--- src/rtl/lcd_pkg.sv ---
// lcd_pkg: shared definitions for the HD44780-compatible responder.
//   - Instruction opcode masks and the instruction-class decoder
//   - Default busy durations in clocks at 50 MHz
//   - DDRAM line base and last addresses, blank character
//   - Responder FSM state enum
//   - Address-counter step helper with HD44780 two-line wrap
package lcd_pkg;

    localparam int unsigned BUSY_SHORT_DEF = 2000;   // 40 us
    localparam int unsigned BUSY_LONG_DEF  = 76500;  // 1.53 ms

    localparam logic [7:0] OP_SET_DDRAM = 8'h80;
    localparam logic [7:0] OP_SET_CGRAM = 8'h40;
    localparam logic [7:0] OP_FUNCTION  = 8'h20;
    localparam logic [7:0] OP_SHIFT     = 8'h10;
    localparam logic [7:0] OP_DISPLAY   = 8'h08;
    localparam logic [7:0] OP_ENTRY     = 8'h04;
    localparam logic [7:0] OP_HOME      = 8'h02;
    localparam logic [7:0] OP_CLEAR     = 8'h01;

    localparam logic [6:0] LINE0_BASE = 7'h00;
    localparam logic [6:0] LINE1_BASE = 7'h40;
    localparam logic [6:0] LINE0_LAST = 7'h27;
    localparam logic [6:0] LINE1_LAST = 7'h67;

    localparam logic [7:0] CHAR_BLANK = 8'h20;

    typedef enum logic [1:0] {
        ST_FILL,
        ST_IDLE,
        ST_WAIT
    } lcd_state_e;

    typedef enum logic [3:0] {
        INS_NOP,
        INS_CLEAR,
        INS_HOME,
        INS_ENTRY,
        INS_DISPLAY,
        INS_SHIFT,
        INS_FUNCTION,
        INS_CGRAM,
        INS_DDRAM
    } lcd_instr_e;

    // Highest set bit selects the instruction class.
    function automatic lcd_instr_e decode_instr(input logic [7:0] d);
        lcd_instr_e r;
        if      ((d & OP_SET_DDRAM) != '0) r = INS_DDRAM;
        else if ((d & OP_SET_CGRAM) != '0) r = INS_CGRAM;
        else if ((d & OP_FUNCTION)  != '0) r = INS_FUNCTION;
        else if ((d & OP_SHIFT)     != '0) r = INS_SHIFT;
        else if ((d & OP_DISPLAY)   != '0) r = INS_DISPLAY;
        else if ((d & OP_ENTRY)     != '0) r = INS_ENTRY;
        else if ((d & OP_HOME)      != '0) r = INS_HOME;
        else if ((d & OP_CLEAR)     != '0) r = INS_CLEAR;
        else                               r = INS_NOP;
        return r;
    endfunction

    // Line 0 runs 0x00..0x27, line 1 runs 0x40..0x67; each end wraps to the other line.
    function automatic logic [6:0] ac_step(input logic [6:0] ac, input logic inc);
        logic [6:0] r;
        if (inc) begin
            if      (ac == LINE0_LAST) r = LINE1_BASE;
            else if (ac == LINE1_LAST) r = LINE0_BASE;
            else                       r = ac + 7'd1;
        end else begin
            if      (ac == LINE0_BASE) r = LINE1_LAST;
            else if (ac == LINE1_BASE) r = LINE0_LAST;
            else                       r = ac - 7'd1;
        end
        return r;
    endfunction

    // Only columns 0..15 of each line are backed by storage.
    function automatic logic ac_visible(input logic [6:0] ac);
        return (ac[5:4] == 2'b00);
    endfunction

endpackage

--- src/rtl/lcd_hd44780_responder_if.sv ---
// lcd_hd44780_responder_if: 8-bit HD44780 character-LCD bus.
//   lcd_rs       register select (0 instruction, 1 data)
//   lcd_rw       0 write, 1 read
//   lcd_e        enable strobe
//   lcd_data_in  bus from initiator
//   lcd_data_out bus to initiator during reads
//   lcd_data_oe  drive enable for lcd_data_out
// master: the LCD driver side; slave: the display side.
interface lcd_hd44780_responder_if;
    logic       lcd_rs;
    logic       lcd_rw;
    logic       lcd_e;
    logic [7:0] lcd_data_in;
    logic [7:0] lcd_data_out;
    logic       lcd_data_oe;

    modport master (
        output lcd_rs, lcd_rw, lcd_e, lcd_data_in,
        input  lcd_data_out, lcd_data_oe
    );

    modport slave (
        input  lcd_rs, lcd_rw, lcd_e, lcd_data_in,
        output lcd_data_out, lcd_data_oe
    );
endinterface

--- src/rtl/lcd_bus_sync.sv ---
// lcd_bus_sync: input synchronizer and enable-strobe edge detector.
//   clk, reset       system clock, asynchronous active-high reset
//   lcd_rs/rw/e/data_in  raw bus inputs
//   rs, rw, e, data  synchronized bus values
//   e_fall, e_rise   one-clock pulses on synchronized e edges
// Parameter SYNC_STAGES: flip-flops on each input (>= 1).
module lcd_bus_sync #(
    parameter int unsigned SYNC_STAGES = 2
) (
    input  logic       clk,
    input  logic       reset,
    input  logic       lcd_rs,
    input  logic       lcd_rw,
    input  logic       lcd_e,
    input  logic [7:0] lcd_data_in,
    output logic       rs,
    output logic       rw,
    output logic       e,
    output logic [7:0] data,
    output logic       e_fall,
    output logic       e_rise
);

    // Packed as {rs, rw, e, data[7:0]}.
    logic [10:0] stage [SYNC_STAGES];
    logic [10:0] last;
    logic        e_prev;

    always_ff @(posedge clk or posedge reset) begin
        if (reset) begin
            for (int unsigned i = 0; i < SYNC_STAGES; i++) stage[i] <= '0;
            e_prev <= 1'b0;
        end else begin
            stage[0] <= {lcd_rs, lcd_rw, lcd_e, lcd_data_in};
            for (int unsigned i = 1; i < SYNC_STAGES; i++) stage[i] <= stage[i-1];
            e_prev <= stage[SYNC_STAGES-1][8];
        end
    end

    assign last              = stage[SYNC_STAGES-1];
    assign {rs, rw, e, data} = last;
    assign e_fall            = e_prev & ~e;
    assign e_rise            = e & ~e_prev;

endmodule

--- src/rtl/lcd_hd44780_responder.sv ---
// lcd_hd44780_responder: display end of an 8-bit HD44780 character-LCD bus.
// Decodes instructions, holds a 2x16 DDRAM, models the busy flag and answers
// busy-flag and data reads.
//   clk, reset   50 MHz clock, asynchronous active-high reset
//   bus          lcd_hd44780_responder_if.slave (rs/rw/e/data in, data out/oe)
//   busy         busy flag (FILL or WAIT)
//   disp_on      display-control D bit
//   cursor_addr  DDRAM address counter
//   rd_addr      {line, col} scanner read address
//   rd_char      DDRAM[rd_addr], one clock latency
//   proto_err    sticky protocol error
// Build option LCD_PROTOCOL_CHECK_EN: when defined, proto_err flags write
// strobes dropped while busy and e-high pulses shorter than 12 clocks;
// otherwise proto_err is tied low.
module lcd_hd44780_responder
    import lcd_pkg::*;
#(
    parameter int unsigned BUSY_SHORT  = BUSY_SHORT_DEF,
    parameter int unsigned BUSY_LONG   = BUSY_LONG_DEF,
    parameter int unsigned SYNC_STAGES = 2
) (
    input  logic                     clk,
    input  logic                     reset,
    lcd_hd44780_responder_if.slave   bus,
    output logic                     busy,
    output logic                     disp_on,
    output logic [6:0]               cursor_addr,
    input  logic [4:0]               rd_addr,
    output logic [7:0]               rd_char,
    output logic                     proto_err
);

    localparam int unsigned CNT_MAX = (BUSY_LONG > BUSY_SHORT) ? BUSY_LONG : BUSY_SHORT;
    localparam int unsigned CNT_W   = $clog2(CNT_MAX + 1);
    localparam logic [CNT_W-1:0] SHORT_LOAD = CNT_W'(BUSY_SHORT - 1);
    localparam logic [CNT_W-1:0] LONG_LOAD  = CNT_W'(BUSY_LONG - 1);

    logic       s_rs, s_rw, s_e, e_fall, e_rise;
    logic [7:0] s_data;

    lcd_bus_sync #(.SYNC_STAGES(SYNC_STAGES)) u_sync (
        .clk        (clk),
        .reset      (reset),
        .lcd_rs     (bus.lcd_rs),
        .lcd_rw     (bus.lcd_rw),
        .lcd_e      (bus.lcd_e),
        .lcd_data_in(bus.lcd_data_in),
        .rs         (s_rs),
        .rw         (s_rw),
        .e          (s_e),
        .data       (s_data),
        .e_fall     (e_fall),
        .e_rise     (e_rise)
    );

    lcd_state_e       state;
    logic [4:0]       fill_idx;
    logic             fill_then_wait;
    logic [CNT_W-1:0] wait_cnt;
    logic [6:0]       ac;
    logic             entry_inc;
    logic [1:0]       cursor_blink_unused;

    logic [7:0]       ddram [32];
    logic             wr_strobe, wr_accept, rd_data_fall;
    lcd_instr_e       instr;
    logic             ram_we;
    logic [4:0]       ram_waddr;
    logic [7:0]       ram_wdata;
    logic [7:0]       data_out_q;
    logic             data_oe_q;

    always_comb begin
        wr_strobe    = e_fall && !s_rw;
        wr_accept    = wr_strobe && (state == ST_IDLE);
        rd_data_fall = e_fall && s_rw && s_rs && (state != ST_FILL);
        instr        = decode_instr(s_data);
        ram_we       = 1'b0;
        ram_waddr    = fill_idx;
        ram_wdata    = CHAR_BLANK;
        if (state == ST_FILL) begin
            ram_we = 1'b1;
        end else if (wr_accept && s_rs && ac_visible(ac)) begin
            ram_we    = 1'b1;
            ram_waddr = {ac[6], ac[3:0]};
            ram_wdata = s_data;
        end
    end

    always_ff @(posedge clk or posedge reset) begin
        if (reset) begin
            state               <= ST_FILL;
            fill_idx            <= '0;
            fill_then_wait      <= 1'b0;
            wait_cnt            <= '0;
            ac                  <= '0;
            entry_inc           <= 1'b1;
            disp_on             <= 1'b0;
            cursor_blink_unused <= '0;
            busy                <= 1'b1;
        end else begin
            case (state)
                ST_FILL: begin
                    ac       <= '0;
                    fill_idx <= fill_idx + 5'd1;
                    if (fill_idx == 5'd31) begin
                        fill_then_wait <= 1'b0;
                        if (fill_then_wait) begin
                            state    <= ST_WAIT;
                            wait_cnt <= LONG_LOAD;
                        end else begin
                            state <= ST_IDLE;
                            busy  <= 1'b0;
                        end
                    end
                end
                ST_WAIT: begin
                    // Reads are honoured while busy, including the AC step.
                    if (rd_data_fall) ac <= ac_step(ac, entry_inc);
                    if (wait_cnt == '0) begin
                        state <= ST_IDLE;
                        busy  <= 1'b0;
                    end else begin
                        wait_cnt <= wait_cnt - CNT_W'(1);
                    end
                end
                default: begin
                    if (rd_data_fall) begin
                        ac <= ac_step(ac, entry_inc);
                    end else if (wr_accept) begin
                        state    <= ST_WAIT;
                        busy     <= 1'b1;
                        wait_cnt <= SHORT_LOAD;
                        if (s_rs) begin
                            ac <= ac_step(ac, entry_inc);
                        end else begin
                            case (instr)
                                INS_DDRAM:   ac <= s_data[6:0];
                                INS_SHIFT:   if (!s_data[3]) ac <= ac_step(ac, s_data[2]);
                                INS_DISPLAY: begin
                                    disp_on             <= s_data[2];
                                    cursor_blink_unused <= s_data[1:0];
                                end
                                INS_ENTRY:   entry_inc <= s_data[1];
                                INS_HOME: begin
                                    ac       <= '0;
                                    wait_cnt <= LONG_LOAD;
                                end
                                INS_CLEAR: begin
                                    state          <= ST_FILL;
                                    fill_idx       <= '0;
                                    fill_then_wait <= 1'b1;
                                    entry_inc      <= 1'b1;
                                end
                                default: ;
                            endcase
                        end
                    end
                end
            endcase
        end
    end

    always_ff @(posedge clk) begin
        if (ram_we) ddram[ram_waddr] <= ram_wdata;
    end

    // Read-before-write: a same-cycle write to rd_addr shows up next cycle.
    always_ff @(posedge clk or posedge reset) begin
        if (reset) rd_char <= CHAR_BLANK;
        else       rd_char <= ddram[rd_addr];
    end

    always_ff @(posedge clk or posedge reset) begin
        if (reset) begin
            data_out_q <= '0;
            data_oe_q  <= 1'b0;
        end else if (s_e && s_rw) begin
            data_oe_q <= 1'b1;
            if (s_rs) data_out_q <= ac_visible(ac) ? ddram[{ac[6], ac[3:0]}] : CHAR_BLANK;
            else      data_out_q <= {busy, ac};
        end else begin
            data_out_q <= '0;
            data_oe_q  <= 1'b0;
        end
    end

    assign bus.lcd_data_out = data_out_q;
    assign bus.lcd_data_oe  = data_oe_q;
    assign cursor_addr      = ac;

`ifdef LCD_PROTOCOL_CHECK_EN
    localparam int unsigned MIN_E_HIGH = 12;
    logic [3:0] e_high_cnt;

    // e_high_cnt holds the number of clocks synchronized e has been high,
    // saturating, so it is still valid on the falling-edge cycle.
    always_ff @(posedge clk or posedge reset) begin
        if (reset) begin
            e_high_cnt <= '0;
            proto_err  <= 1'b0;
        end else begin
            if (e_rise)                         e_high_cnt <= 4'd1;
            else if (s_e && e_high_cnt != '1)   e_high_cnt <= e_high_cnt + 4'd1;
            if ((wr_strobe && state != ST_IDLE) ||
                (e_fall && e_high_cnt < 4'(MIN_E_HIGH)))
                proto_err <= 1'b1;
        end
    end
`else
    logic e_rise_unused;
    assign e_rise_unused = e_rise;
    assign proto_err     = 1'b0;
`endif

endmodule

--- src/flat_wrapper.sv ---
// flat-port wrapper written by rule: the top's interface ports become plain ports
module lcd_hd44780_responder_flat import lcd_pkg::*;
#(
    parameter int unsigned BUSY_SHORT  = BUSY_SHORT_DEF,
    parameter int unsigned BUSY_LONG   = BUSY_LONG_DEF,
    parameter int unsigned SYNC_STAGES = 2
)
  (clk, reset, busy, disp_on, cursor_addr, rd_addr, rd_char, proto_err, bus_lcd_rs, bus_lcd_rw, bus_lcd_e, bus_lcd_data_in, bus_lcd_data_out, bus_lcd_data_oe);
  lcd_hd44780_responder_if bus_i ();
  input  logic clk;
  input  logic reset;
  output logic busy;
  output logic disp_on;
  output logic [6:0] cursor_addr;
  input  logic [4:0] rd_addr;
  output logic [7:0] rd_char;
  output logic proto_err;
  input wire logic [$bits(bus_i.lcd_rs)-1:0] bus_lcd_rs;
  input wire logic [$bits(bus_i.lcd_rw)-1:0] bus_lcd_rw;
  input wire logic [$bits(bus_i.lcd_e)-1:0] bus_lcd_e;
  input wire logic [$bits(bus_i.lcd_data_in)-1:0] bus_lcd_data_in;
  output wire logic [$bits(bus_i.lcd_data_out)-1:0] bus_lcd_data_out;
  output wire logic [$bits(bus_i.lcd_data_oe)-1:0] bus_lcd_data_oe;
  assign bus_i.lcd_rs = bus_lcd_rs;
  assign bus_i.lcd_rw = bus_lcd_rw;
  assign bus_i.lcd_e = bus_lcd_e;
  assign bus_i.lcd_data_in = bus_lcd_data_in;
  assign bus_lcd_data_out = bus_i.lcd_data_out;
  assign bus_lcd_data_oe = bus_i.lcd_data_oe;
  lcd_hd44780_responder #(.BUSY_SHORT(BUSY_SHORT), .BUSY_LONG(BUSY_LONG), .SYNC_STAGES(SYNC_STAGES)) u_core (.clk(clk), .reset(reset), .bus(bus_i), .busy(busy), .disp_on(disp_on), .cursor_addr(cursor_addr), .rd_addr(rd_addr), .rd_char(rd_char), .proto_err(proto_err));
endmodule
--- config.mk ---
export PLATFORM = sky130hd
export DESIGN_NAME = lcd_hd44780_responder_flat
export DESIGN_NICKNAME = d
export VERILOG_FILES = /design/src/rtl/lcd_pkg.sv /design/src/rtl/lcd_hd44780_responder_if.sv /design/src/rtl/lcd_bus_sync.sv /design/src/rtl/lcd_hd44780_responder.sv /design/src/flat_wrapper.sv
export SDC_FILE = /design/constraint.sdc
export NUM_CORES = 1
export LEC_CHECK = 0
export CORE_UTILIZATION = 30
export CTS_CLUSTER_DIAMETER = 100
export DETAILED_ROUTE_END_ITERATION = 16
export REMOVE_ABC_BUFFERS = 1
export SYNTH_ARGS = -nofsm -noshare
export SYNTH_HDL_FRONTEND = slang
export SYNTH_SLANG_ARGS = --single-unit
--- constraint.sdc ---
create_clock -name clk -period 3.5 [get_ports clk]
set_input_delay 0.525 -clock clk [delete_from_list [all_inputs] [get_ports clk]]
set_output_delay 0.525 -clock clk [all_outputs]
set_load 0.005 [all_outputs]
* After elaboration in Yosys (flattened, before gate mapping)
Memories as Yosys holds them, arrays and structs flattened. A register that Yosys moved wholly into a read port is not among the register bits.
Index checks and enable logic that the tools add are counted.
** Storage, ports and cells
- Memories kept :: 1
- RAM bits :: 256
- Output and inout bits :: 27
- Word-level logic and storage cells :: 142
- Flip-flop bits (word level) :: 67
** Operators by class
- Muxes and demuxes :: 67
- Equal/unequal tests :: 22
- Reductions and logical operators :: 29
- Bitwise logic cells :: 6
- Add/subtract/negate cells :: 4
** Memory list
- u_core.ddram :: depth 32, bits a word 8, read ports 2, clocked after Yosys merged registers in 1, wr ports 1, RTL line lcd_hd44780_responder.sv:64 : logic [7:0] ddram [32];
** Operator list (count)
- $mux W17 :: 7
- $mux W7 :: 11
- $mux W8 :: 5
- $pmux W17 S2 :: 1
- $mux W5 :: 6
- $mux W4 :: 7
- $reduce_and A5 Y1 :: 5
- $pmux W7 S3 :: 1
- $logic_not A17 Y1 :: 1
- $sub A17 B1 Y17 const B :: 1
- $mux W1 :: 16
- $eq A7 B7 Y1 const B :: 2
- $mux W2 :: 7
- $pmux W7 S2 :: 1
- $pmux W5 S2 :: 1
- $eq A4 B2 Y1 const B :: 2
- $eq A4 B3 Y1 const B :: 2
- $logic_and A1 B1 Y1 :: 8
- $ne A2 B1 Y1 const B :: 4
- $ne A2 B2 Y1 const B :: 4
- $reduce_and A4 Y1 :: 2
- $reduce_bool A2 Y1 :: 4
- $add A7 B1 Y7 const B :: 1
- $eq A7 B6 Y1 const B :: 1
- 20 further kinds :: 28

* Logic depth before layout (Yosys ltp)
- Depth in word-level cells :: 14
- Mapped depth :: 12
- Depth with buffers taken out :: 9

* Cells and area by module
Synthesis repeated with hierarchy kept, for this count alone.
** Unflattened totals
- Cells, all modules :: 983
- Area total of the unflattened synthesis :: 15837.7 µm²
** Modules (own cells, without submodules)
- lcd_hd44780_responder :: area an instance 15183.3 µm², cells each 949, seq. area each 8992.4 µm², instances 1
- lcd_bus_sync :: area an instance 654.4 µm², cells each 34, seq. area each 575.6 µm², instances 1

* Worst setup path before layout
No wires, ideal clock.
- Path kind :: register to register
- Start :: register u_core.u_sync.stage (netlist bit u_core.u_sync.last[8])
- End :: memory u_core.ddram[0][2] (data pin)
- Arrival :: 2.323 ns
- Path slack :: 0.732 ns
- Library setup time :: 0.445 ns
- Clock period less this slack :: 2.768 ns
- Cell stages (with the launch flop) :: 5
- Path through :: dfrtp_1 > nand4bb_1 > or2_2 > clkbuf_1 > nor3_1
** Between the ends
- Cells in the longest elaborated chain, start to end :: 8
** RTL lines
- from (decl) :: RTL line lcd_bus_sync.sv:25 : logic [10:0] stage [SYNC_STAGES];
- $not A1 Y1 :: RTL line lcd_bus_sync.sv:42 : assign e_fall = e_prev & ~e;
- $and A1 B1 Y1 :: RTL line lcd_bus_sync.sv:42
- $logic_and A1 B1 Y1 :: RTL line lcd_hd44780_responder.sv:74 : wr_strobe = e_fall && !s_rw;
- $logic_and A1 B1 Y1 :: RTL line lcd_hd44780_responder.sv:75 : wr_accept = wr_strobe && (state == ST_IDLE);
- $logic_and A1 B1 Y1 (2 in a row) :: RTL line lcd_hd44780_responder.sv:83 : end else if (wr_accept && s_rs && ac_visible(ac)) begin
- $mux W8 :: RTL line lcd_hd44780_responder.sv:83
- $mux W8 :: RTL line lcd_hd44780_responder.sv:81 : if (state == ST_FILL) begin
- net u_core.ram_wdata[2] :: RTL line lcd_hd44780_responder.sv:69 : logic [7:0] ram_wdata;
- to (decl) :: RTL line lcd_hd44780_responder.sv:64
The timed path passes the listed nets, and every way through them passes these cells.

* Final worst setup path
- Start :: register u_core.wait_cnt[0]
- End :: register u_core.wait_cnt[9]
** Between the ends
- Cells in the longest elaborated chain, start to end :: 3
** RTL lines
- from (decl) :: RTL line lcd_hd44780_responder.sv:59 : logic [CNT_W-1:0] wait_cnt;
- from (signal assigned) :: RTL line lcd_hd44780_responder.sv:124 : wait_cnt <= wait_cnt - CNT_W'(1);
- $sub A17 B1 Y17 / $logic_not A17 Y1 (equally long branches) :: RTL line lcd_hd44780_responder.sv:124, lcd_hd44780_responder.sv:120
- $mux W17 / $ne A2 B2 Y1 (equally long branches)
- $pmux W17 S2 / $reduce_and A5 Y1 (equally long branches)
Several ways; a longest one is shown, not always the timed one. The select of a mux whose other input is x is not followed.
A chain may end at the register's enable or synchronous reset.

==> summary.md <==
| Metric | Value |
|---|---|
| Status | `completed` |
| Post-Place Setup Slack | `0.463 ns` |
| Syn avg cell area | `16.0 sq um` |
| Die Wd | `230 um` |
| Worst vdd ir | `0.313 mV` |
| Synth area leader | `edfxtp_1` |
| Die Y | `230 um` |
| CTS tree | `built` |
| Post-DR wirelength/cell | `25.7 um` |
| Initial antenna violation count | `1` |
| CP Max Fanout | `12` |
| Clk sinks | `around 330` |
| YS warnings | `0` |
| Top_reg_cell synth | `edfxtp_1` |
| Initial drt markers | `1,264` |
| Max Fclk | `roughly 330 MHz` |
| # IOs | `45` |
| DRC viols | `0` |
| Antenna Cells | `0` |
| Post-layout min period | `3.06 ns` |
| Arr. time, crit path | `about 3.5 ns` |
| CTS Buffer Depth | `3` |
| Post-CTS Resized | `0` |
| Core ar. | `51,400 sq um` |
| Pre-antenna DRT Iters | `7` |
| Cts hold-fix bufs | `0` |
| PortBufs | `43` |
| Reg-to-reg startpoint | `u_core.wait_cnt[0]` |
| Largest net degree at the start of global routing | `76` |
| Most common cell after layout, fill and taps aside | `edfxtp_1` |
| Final Setup Violations | `0` |
| Final ANT Viol Nets | `0` |
| Static leakage | `6.37 nW` |
| Final HPWL DP | `30,200 um` |
| Max-Cap Viols | `0` |
| Relative slew slack | `16.4%` |
| Gr usage total | `17.1%` |
| Cell Pwr Density | `662 nW/um^2` |
| Final GP Congestion | `0.984` |
| Number of CTS-inserted buffers | `38` |
| Worst hold-check path type | `reg2reg` |
| Non-Filler Instances | `about 1,800` |
| Final WS setup | `0.444 ns` |
| Initial Util | `30.4%` |
| # fillers | `~4,800` |
| Final number of hold-violating endpoints | `0` |
| Share of cells above drive strength 1 | `a little over a quarter` |
| CP Capture Type | `flip-flop` |
| RSZ-0062 raised after global routing | `false` |
| Layout area overhead | `17.6%` |
| Max Slew Vio Count | `0` |
| Clk_skew | `slightly below 0.03 ns` |
| Post CTS Setup Buffer Count | `0` |
| Number of synthesized flops with an enable pin | `256` |
| Crit share post-route | `roughly 87%` |
| Die area | `53,100 sq um` |
| Async S/R FF share, synth | `between 20 and 25%` |
| Clk_lat worst skew | `about 0.55 ns` |
| Cells after DPL | `1,696` |
| Most frequent cells in the layout | `edfxtp_1 (256), mux4_2 (143), nor2_1 (91), dfrtp_1 (69), buf_4 (54)` |
| Largest cells by area after synthesis | `edfxtp_1 (49%), mux4_2 (21%), dfrtp_1 (12%)` |
| Dpl cell area | `17,200 sq um` |
| Hold Slack | `between 0.3 and 0.4 ns` |
| Htree depth | `2` |
| Layout Nets | `1,079` |
| Post-synthesis sequential area ratio | `61.1%` |
| CTS root buffer | `clkbuf_16` |
| Synth Instances | `approximately 980` |
| Vias in the first global route | `9,821` |
| CP startpoint kind | `flip-flop` |
| Count of different cell masters after synthesis | `68` |
| #FFs+latches synth | `331` |
| Synth top area share | `between 40% and 50%` |
| Critical Path Source | `u_core.wait_cnt[0]` |
| Clock transition at path regs | `0.06 ns` |
| HP Start | `u_core.u_sync.stage[18]` |
| Required @ worst endpoint | `between 3 and 4 ns` |
| GRT overflow | `0` |
| Cell row count | `83` |
| Final instance area | `18,400 sq um` |
| Final wirelength | `45,200 um` |
| Worst Max-Slew Pin Slew | `~1.3 ns` |
| Mapped cell area | `15,600 sq um` |
| Routed via count | `9,872` |
| WS Path Type | `reg2reg` |
| Via/cell ratio | `~5.6` |
| First-pass GRT wire length | `67,200 um` |
[registers in the layout (all words and copies together) (netlist names), 2 cells and up]
name / flops
u_core.wait_cnt: 17
u_core.fill_idx: 5
u_core.cursor_addr: 7
u_core.u_sync.stage: 11
u_core.u_sync.last: 11
u_core.rd_char: 8
u_core.state: 2
u_core.bus.lcd_data_out: 8
u_core.ddram: 256
[kinds of logic after synthesis]
| logic type | count (synthesis) | synth area share, % |
|---|---|---|
| XOR/XNOR | 13 | 0.728 |
| other | 1 | 0.0240 |
| multiplexers | 164 | 22.0 |
| adder cells (fa/ha/maj) | 5 | 0.400 |
| flip-flops | 331 | 61.1 |
| AO/OA/AOI/OAI | 143 | 6.11 |
| AND/OR/NAND/NOR | 240 | 7.43 |
| buffers and inverters | 80 | 2.13 |
[per-layer routing]
metal	part of all wire, %	routed length, um	GRT usage (%)	vias to the layer above
li1	-	-	-	4123
met1	44	19700	25.2	5176
met2	45	20400	25.6	487
met3	9.0	4090	3.83	84
met4	2.2	1020	4.20	2
met5	0.029	13	0	-
[stage by stage]
stage	util [%]	total power [mW]	setup TNS (ns)
after floorplan	-	6.87	-207.03
after global placement	33.5	8.40	0
after detailed placement	33.5	8.41	0
after CTS	35.8	12.2	0
after global routing	35.8	12.6	0
final	35.8	12.2	0
[worst max-delay path, stage by stage (launching register included)]
cell	delay, ns
dfrtp_1	0.40
inv_1	0.07
ha_1	0.23
or4b_4	0.50
or4_1	0.65
o41ai_4	0.54
buf_4	0.27
nor3_1	0.08
xnor2_1	0.13
nand2_1	0.06
[final cells by class]
| cell class | count | area [sq um] | share of cell area, % |
|---|---|---|---|
| flip-flops and latches | 331 | 9570 | 52.0 |
| multi-input cells | 566 | 5760 | 31.3 |
| clock buffers | 51 | 1030 | 5.59 |
| repair buffers | 105 | 1000 | 5.44 |
| well taps | 680 | 851 | 4.62 |
| clock inverters | 15 | 139 | 0.755 |
| inverters | 14 | 53.8 | 0.292 |
[where the power goes]
part,switching (mW),total [mW],internal (mW)
clock,1.65,3.81,2.16
combinational,1.95,3.42,1.47
sequential,0.418,4.95,4.53
total,4.01,12.2,8.17
[cell usage after synthesis (4+ instances only)]
master and n:
or2_2 4, a31oi_1 18, nor2_1 91, nand2_1 50, inv_1 10, a21oi_1 31, nor3_1 17, and2_1 8
o22ai_1 5, or3_1 6, mux2_2 14, dfrtp_1 72, ha_1 5, nor4_1 8, mux2i_1 7, edfxtp_1 256
o21ai_0 27, clkbuf_1 42, nand3_1 14, buf_1 10, nor4b_1 4, xor2_1 6, a221oi_1 7, a22oi_1 7
nor3b_1 5, nor2b_1 8, a211oi_1 12, nand4_1 5, and3_1 5, buf_2 11, xnor2_1 7, mux4_2 143
a211o_1 4
[final timing paths]
kind / to / slack, ns / cells after the start
worst min-delay path: u_core.u_sync.last[7] / 0.35 / 0
max in group asynchronous: u_core.cursor_addr[2] / 2.73 / 3
worst max register to register: u_core.wait_cnt[9] / 0.44 / 9
worst min register to register: u_core.u_sync.last[7] / 0.35 / 0
worst max-delay path: u_core.wait_cnt[9] / 0.44 / 9
min in group asynchronous: u_core.u_sync.stage[12] / 0.41 / 3
Power figures use the tool's default switching activity.
